**src/rtl/store_buffer.sv**
```systemverilog
// Store buffer: FIFO of pending CPU stores drained to data RAM in idle/stall cycles.
// Define STORE_FWD_EN to forward fully covered loads from the youngest matching entry.
module store_buffer #(
    parameter int DEPTH = 4
) (
    input  logic        clk,
    input  logic        rst,
    input  logic        i_readEnable,
    input  logic        i_writeEnable,
    input  logic [31:0] i_addr,
    input  logic [3:0]  i_sel,
    input  logic [31:0] i_storeData,
    output logic [31:0] o_loadData,
    output logic        o_stall,
    output logic        o_empty,
    output logic        o_ramReadEnable,
    output logic        o_ramWriteEnable,
    output logic [31:0] o_ramAddr,
    output logic [3:0]  o_ramSel,
    output logic [31:0] o_ramStoreData,
    input  logic [31:0] i_ramLoadData
);

    localparam int PW = (DEPTH > 1) ? $clog2(DEPTH) : 1;
    localparam int CW = PW + 1;

    logic [PW-1:0] head_q, head_d;
    logic [PW-1:0] tail_q, tail_d;
    logic [CW-1:0] count_q, count_d;

    logic [31:0] addr_q [DEPTH];
    logic [31:0] addr_d [DEPTH];
    logic [3:0]  sel_q  [DEPTH];
    logic [3:0]  sel_d  [DEPTH];
    logic [31:0] data_q [DEPTH];
    logic [31:0] data_d [DEPTH];

    logic          hit;
    logic [PW-1:0] hit_idx;
    logic [PW-1:0] scan_idx;

    logic req;
    logic full;
    logic stall;
    logic accept;
    logic drain;
    logic ram_rd;
    logic fwd;

    // Scan oldest to youngest so the last match left standing is the youngest.
    always_comb begin
        hit      = 1'b0;
        hit_idx  = '0;
        scan_idx = '0;
        for (int a = 0; a < DEPTH; a++) begin
            scan_idx = head_q + PW'(a);
            if ((CW'(a) < count_q) &&
                (addr_q[scan_idx][31:2] == i_addr[31:2])) begin
                hit     = 1'b1;
                hit_idx = scan_idx;
            end
        end
    end

    always_comb begin
        req    = i_readEnable | i_writeEnable;
        full   = (count_q == CW'(DEPTH));
        stall  = 1'b0;
        ram_rd = 1'b0;
        fwd    = 1'b0;
        if (i_writeEnable) begin
            stall = full;
        end else if (i_readEnable) begin
            if (!hit) begin
                ram_rd = 1'b1;
            end else begin
`ifdef STORE_FWD_EN
                if ((i_sel & ~sel_q[hit_idx]) == 4'b0000) begin
                    fwd = 1'b1;
                end else begin
                    stall = 1'b1;
                end
`else
                stall = 1'b1;
`endif
            end
        end
        if (rst) begin
            stall  = 1'b0;
            ram_rd = 1'b0;
            fwd    = 1'b0;
        end
        accept = i_writeEnable & ~stall & ~rst;
        drain  = (~req | stall) & (count_q != '0) & ~rst;
    end

    always_comb begin
        head_d  = head_q;
        tail_d  = tail_q;
        count_d = count_q;
        addr_d  = addr_q;
        sel_d   = sel_q;
        data_d  = data_q;
        if (accept) begin
            addr_d[tail_q] = i_addr;
            sel_d[tail_q]  = i_sel;
            data_d[tail_q] = i_storeData;
            tail_d         = tail_q + 1'b1;
        end
        if (drain) begin
            head_d = head_q + 1'b1;
        end
        // Simultaneous drain and enqueue leave the occupancy unchanged.
        case ({accept, drain})
            2'b10:   count_d = count_q + 1'b1;
            2'b01:   count_d = count_q - 1'b1;
            default: count_d = count_q;
        endcase
    end

    always_comb begin
        o_stall          = stall;
        o_empty          = rst | (count_q == '0);
        o_ramReadEnable  = ram_rd;
        o_ramWriteEnable = drain;
        o_ramAddr        = '0;
        o_ramSel         = '0;
        o_ramStoreData   = '0;
        o_loadData       = '0;
        if (drain) begin
            o_ramAddr      = addr_q[head_q];
            o_ramSel       = sel_q[head_q];
            o_ramStoreData = data_q[head_q];
        end else if (ram_rd) begin
            o_ramAddr = i_addr;
            o_ramSel  = i_sel;
        end
        if (ram_rd) begin
            o_loadData = i_ramLoadData;
        end else if (fwd) begin
            o_loadData = data_q[hit_idx];
        end
    end

    always_ff @(posedge clk) begin
        if (rst) begin
            head_q  <= '0;
            tail_q  <= '0;
            count_q <= '0;
        end else begin
            head_q  <= head_d;
            tail_q  <= tail_d;
            count_q <= count_d;
        end
    end

    // Entry payload needs no reset; validity comes from head/count.
    always_ff @(posedge clk) begin
        addr_q <= addr_d;
        sel_q  <= sel_d;
        data_q <= data_d;
    end

endmodule

```
**config.mk**
```make
export PLATFORM = sky130hd
export DESIGN_NAME = store_buffer
export DESIGN_NICKNAME = d
export VERILOG_FILES = /design/src/rtl/store_buffer.sv
export SDC_FILE = /design/constraint.sdc
export NUM_CORES = 1
export LEC_CHECK = 0
export BUFFER_PORTS_ARGS = -buffer_cell sky130_fd_sc_hd__buf_2
export CORE_ASPECT_RATIO = 1.75
export CORE_MARGIN = 2
export CORE_UTILIZATION = 45
export DETAILED_ROUTE_END_ITERATION = 6
export GPL_TIMING_DRIVEN = 0
export SKIP_CTS_REPAIR_TIMING = 1
export SLEW_MARGIN = 20
export SYNTH_ARGS = -nofsm -noshare
export SYNTH_HDL_FRONTEND = slang
export SYNTH_SLANG_ARGS = --single-unit
```
**constraint.sdc**
```tcl
create_clock -name clk -period 5.45 [get_ports clk]
set_clock_uncertainty 0.1 [all_clocks]
set_input_delay 0 -clock clk [delete_from_list [all_inputs] [get_ports clk]]
set_output_delay 0 -clock clk [all_outputs]
set_load 0.1 [all_outputs]
```
# Word level (Yosys, flattened, before mapping)
# Cells that the tools add are included.
op_classes:
  add_sub_neg: 6
  order_cmp: 10
  n_eq_ne: 7
  mux: 44
  n_bitwise: 15
  reduce_logical: 8
ops:
  columns: ["cell", "n"]
  rows:
  - ["2-to-1 mux 32 bit", 15]
  - ["binary-select mux 32 bit (select 2 bit)", 5]
  - ["bitwise mux 128 bit", 2]
  - ["equality test 30 bit", 4]
  - ["demux 32 bit (select 2 bit)", 1]
  - ["2-to-1 mux 4 bit", 5]
  - ["bitwise mux 16 bit", 1]
  - ["greater-or-equal comparator 3 bit, second input constant", 5]
  - ["inverter 2 -> 3 bit", 5]
  - ["2-to-1 mux 1 bit", 12]
  - ["binary-select mux 4 bit (select 2 bit)", 1]
  - ["demux 4 bit (select 2 bit)", 1]
  - ["< comparator 1 x 3 -> 1 bit, first input constant", 2]
  - ["< comparator 2 x 3 -> 1 bit, first input constant", 2]
  - ["one-hot mux 3 bit (2 select lines)", 1]
  - ["logical AND 1 bit", 5]
  - ["adder 2 x 1 -> 2 bit, second input constant", 2]
  - ["adder 2 bit, second input constant", 2]
  - ["AND 1 bit", 4]
  - ["adder 3 x 1 -> 3 bit, second input constant", 1]
  - ["equality test 3 bit, second input constant", 1]
  - ["logical NOT 3 bit", 1]
  - ["< comparator 3 x 1 -> 1 bit, second input constant", 1]
  - ["inverter 1 bit", 3]
  - ["other kinds (6)", 8]
totals:
  reg_bits: 279
  input_bits: 104
  output_inout_bits: 104
  elab_cells: 105

# Longest topological paths before layout
logic_depth:
  word_depth: 19
  depth_mapped: 21
  ltp_nobuf: 14

# Least setup slack after synthesis
# OpenSTA, ideal clock, no wires.
synth_timing:
  kind: "reg-to-output"
  startpoint: "reg head_q[0]"
  endpoint: "out o_ramAddr[0]"
  arrival_time_ps: 5012
  required_time_ps: 5350
  setup_slack_ps: 338
  path_stages_with_launch: 14
  path_buffers: 5
  cell_sequence: "dfxtp_1 > buf_6 > buf_6 > buf_6 > buf_4 > mux2i_2 > nor3_1 > a2111oi_0 > nand4_1 > or4_4 > a31oi_4 > o21ai_2 > clkbuf_1 > o21ai_0"
synth_between:
  elab_chain_cells: 18
  elab_cells_between_ends: 44
synth_lines:
  columns: ["item", "line", "text"]
  rows:
  - ["start: declaration", "27", "logic [PW-1:0] head_q, head_d;"]
  - ["start signal: assignment", "147", "head_q <= '0;"]
  - ["start signal: assignment", "151", "head_q <= head_d;"]
  - ["adder 2 x 1 -> 2 bit or inverter 2 -> 3 bit (tied branches)", "56, 58, 131", null]
  - ["inverter 2 -> 3 bit (implied by the code) or binary-select mux 32 bit (select 2 bit) (tied branches)", "58, 131", null]
  - ["binary-select mux 32 bit (select 2 bit) or 2-to-1 mux 32 bit (tied branches)", "58, 131", null]
  - ["2-to-1 mux 32 bit (on tied branches)", "58, 131", null]
  - ["2-to-1 mux 32 bit (implied by the code) or equality test 30 bit (tied branches)", "58", "(addr_q[scan_idx][31:2] == i_addr[31:2])) begin"]
  - ["equality test 30 bit or logical AND 1 bit (tied branches)", "58, 57", null]
  - ["logical AND 1 bit or 2-to-1 mux 1 bit (tied branches)", "57", "if ((CW'(a) < count_q) &&"]
  - ["2-to-1 mux 1 bit (3 in series)", "57", null]
  - ["2-to-1 mux 1 bit", "74", "if (!hit) begin"]
  - ["2-to-1 mux 1 bit", "73", "end else if (i_readEnable) begin"]
  - ["2-to-1 mux 1 bit", "71", "if (i_writeEnable) begin"]
  - ["2-to-1 mux 1 bit", "88", "if (rst) begin"]
  - ["OR 1 bit", "94", "drain = (~req | stall) & (count_q != '0) & ~rst;"]
  - ["AND 1 bit (2 in series)", "94", null]
  - ["2-to-1 mux 32 bit *", "130", "if (drain) begin"]
  - ["end: declaration", "18", "output logic [31:0] o_ramAddr,"]
# Mark *: on every way between the ends. The rest lies on a longest branch, timed or not. The select of a mux whose other input is x is not followed.

# Worst setup path after layout
layout_timing:
  startpoint: "reg head_q[0]"
  endpoint: "out o_ramAddr[24]"
# Same word-level chain as after synthesis.

==> results.sh <==
export IMPL_rows=88
export IMPL_dp_hpwl_um=35200
export IMPL_worstPathMaxFanout=10
export IMPL_fin_ws_ns=0.135
export IMPL_clkLatencyLatePin_ns=0.55
export IMPL_outcome="finished, violations left"
export IMPL_io_pins=208
export IMPL_avgSynthCellArea_um2=13.9
export IMPL_synth_top_cell_area_share=0.544
export IMPL_final_util=0.558
export IMPL_start_util=0.456
export IMPL_fmax_mhz=188
export IMPL_violations="hold timing"
export IMPL_period_minus_slack_ns=5.32
export IMPL_top_usage_layer="met2"
export IMPL_dieWidth_um=142
export IMPL_drive_above_1_share=0.294
export IMPL_numCtsBuffers=27
export IMPL_ys_types=60
export IMPL_r2r_start="head_q[0]$_SDFFE_PP0P_"
export IMPL_synthTopCellsByArea="edfxtp_1 (54%), mux4_2 (11%), mux2i_1 (7.5%)"
export IMPL_layout_worst_path_cycle_share=0.975
export IMPL_drt_total_wl_um=48800
export IMPL_critical_path_top_delay_family="buffers and inverters"
export IMPL_grt_pass1_vias=10400
export IMPL_maxCapViolCount=0
export IMPL_antenna_left=0
export IMPL_drc=0
export IMPL_synthFlopType="edfxtp_1"
export IMPL_met2_usage=0.496
export IMPL_ys_seq_elements=279
export IMPL_clk_path_buf_depth=3
export IMPL_syn_to_final_growth_pct=22.3
export IMPL_clk_pin_slew_ns=0.06
export IMPL_yosysWarnings=0
export IMPL_portBuffers=207
export IMPL_peakVddDrop_uv=290
export IMPL_drt_first_pass_iters=5
export IMPL_async_reset_ff_frac=0
export IMPL_whs_path_depth=4
export IMPL_grt_pass1_wl_um=68300
export IMPL_critPathArrivalTime_ns=5.22
export IMPL_synth_common_cells="edfxtp_1 (272), mux2i_1 (112), mux4_2 (71)"
export IMPL_netlist_area_um2=15000
export IMPL_cts_sinks=279
export IMPL_finalNetCount=1505
export IMPL_hold_path_class="input port to flip-flop"
export IMPL_setup_viol=0
export IMPL_clockRootBuffer="clkbuf_16"
export IMPL_viasPerCell=5.81
export IMPL_final_max_slew_violation_count=0
export IMPL_max_stage_delay_ns=0.44
export IMPL_yosysSeqAreaShare=0.553
export IMPL_critPathLaunch="head_q[0]$_SDFFE_PP0P_"
export IMPL_grt_ovfl_total=0
export IMPL_synth_edff_count=272
export IMPL_r2r_cells=19
export IMPL_critical_path_cell_chain="buf_6, buf_6, buf_4, buf_4, buf_4, mux2i_1, nor3_1, a311oi_1, o221ai_1, a211oi_1, a41oi_1, a31oi_4, o21ai_2, buf_6, buf_2, o21ai_1, clkbuf_4"
export IMPL_numPlacedInstances=1696
export IMPL_detail_route_iter0_violations=681
export IMPL_cp_num_buf_inv=8
export IMPL_dp_worst_setup_slack_ns=-0.447
export IMPL_antenna_found_initial=0
export IMPL_dieArea_um2=34900
export IMPL_core_area_um2=32900
export IMPL_synth_cells=1079
export IMPL_grt_max_degree=44
export IMPL_yosysMostFrequentCell="edfxtp_1"
export IMPL_slowest_stage="mux2i_1"
export IMPL_yosysTopAreaCell="edfxtp_1"
export IMPL_synth_net_count=1192
export IMPL_fin_total_pwr_uw=5710
export IMPL_cp_end_kind="output port"
export IMPL_cts_tree="yes"
export IMPL_holdPathEnd="head_q[1]$_SDFFE_PP0P_"
export IMPL_reg2reg_to="count_q[2]$_SDFFE_PP0P_"
export IMPL_worst_pin_slew_ns=0.970
export IMPL_hold_violations=1
export IMPL_die_h_um=246
export IMPL_p_leak_uw=0.00656
export IMPL_routed_via_count=10500
export IMPL_hold_ws_ns=-0.0266
export IMPL_rrSetupSlack_ns=0.23
export IMPL_place_congestion=0.979
export IMPL_grt_usage=0.274
export IMPL_wl_per_cell_um=26.9
export IMPL_instances_no_fill=1815
export IMPL_timing_slew_headroom=0.347
export IMPL_use_met1=0.290
export IMPL_crit_path_start_kind="flip-flop"
export IMPL_cp_data_required_time_ns=5.35
export IMPL_critPathKind="flip-flop to output port"
export IMPL_use_met3=0.0417
export IMPL_p_per_area_nw_per_um2=311
export IMPL_min_from="i_readEnable"
export IMPL_num_antenna_cells=0
export IMPL_htree_levels=1
[how the worst max path moves through the flow]
stage                                    endpoint  slack [ns]  depth (start not counted)
after CTS                           o_ramAddr[10]       -0.96                         15
after global placement    count_q[2]$_SDFFE_PP0P_       -0.46                         17
after global routing                 o_ramAddr[1]       -0.04                         17
after detailed placement  count_q[2]$_SDFFE_PP0P_       -0.45                         17
final                               o_ramAddr[24]        0.13                         17
after floorplan                      o_ramAddr[0]        0.34                         13
[report_power, final]
part / switching, uW / leakage (uW) / internal [uW]
clock: 786 / 0.000383 / 953
combinational: 1000 / 0.00365 / 519
sequential: 28.5 / 0.00253 / 2430
[area by class of cell]
cell class / instances / area (um^2)
inverter: 25 / 93.8
multi-input combinational: 688 / 6210
tap: 405 / 507
clock buffer: 32 / 694
clock inverter: 15 / 108
fill: 2727 / 14600
buffer: 87 / 480
timing repair buffer: 284 / 1960
sequential: 279 / 8310
[sequential cells by signal, summed over array words and instances (netlist names)]
name	cells
count_q	3
tail_q	2
sel_q	16
addr_q	128
head_q	2
data_q	128
[worst register-to-register path, stage by stage, from the launching register on]
cell and delay (ns):
dfxtp_1 0.32, buf_6 0.13, buf_6 0.19, buf_4 0.29, buf_4 0.36, buf_4 0.35, mux2i_1 0.14, xnor2_1 0.38
a221oi_1 0.10, a21oi_1 0.39, nor3_2 0.12, a2bb2oi_1 0.28, a31oi_4 0.17, o21ai_2 0.23, buf_6 0.21, buf_2 0.41
inv_1 0.13, ha_1 0.38, or3_1 0.36, a21oi_1 0.13
[cells in the final DEF (no fill, tap or decap), types with 6 or more instances in the layout]
| master | count |
|---|---|
| nor2_1 | 47 |
| clkbuf_16 | 27 |
| xnor2_1 | 61 |
| and2_1 | 33 |
| clkbuf_2 | 8 |
| edfxtp_1 | 272 |
| clkinv_1 | 6 |
| inv_1 | 25 |
| o21ai_0 | 29 |
| nand3_1 | 9 |
| nand2_1 | 64 |
| o2111ai_1 | 7 |
| clkbuf_4 | 27 |
| a21oi_1 | 19 |
| ha_1 | 9 |
| dfxtp_1 | 7 |
| xor2_1 | 47 |
| nor4_1 | 12 |
| nor2b_1 | 36 |
| mux2i_1 | 110 |
| o21ai_1 | 17 |
| clkbuf_1 | 32 |
| mux2_2 | 26 |
| buf_2 | 189 |
| buf_6 | 11 |
| buf_4 | 20 |
| buf_1 | 15 |
| mux4_2 | 71 |
| nor3_1 | 6 |
| dlygate4sd3_1 | 69 |
[cell families after synthesis]
logic type / after synthesis / synth area share
muxes: 213 / 0.205
DFF: 279 / 0.553
xor gates and xnor gates: 110 / 0.0642
adders and majority gates: 9 / 0.00750
and+or+nand+nor: 233 / 0.0784
AOI/OAI and AO/OA: 123 / 0.0554
buffers and inverters: 112 / 0.0357
[per-layer routing]
metal  up-vias  wire (um)
li1       4712          -
met1      5227      16900
met2       460      25500
met3       148       2530
met4         0       3830
met5         -          0
[stage by stage]
step | area [um^2] | TNS, ns | hold WS, ns
global route | 18400 | -0.0659 | 0.0285
floorplan | 15000 | 0 | -0.00113
global placement | 16600 | -60.52 | 0.108
finish | 18400 | 0 | -0.0266
CTS | 17500 | -41.13 | -0.460
detailed placement | 16700 | -4.24 | 0.117
Power figures use the tool's default switching activity.
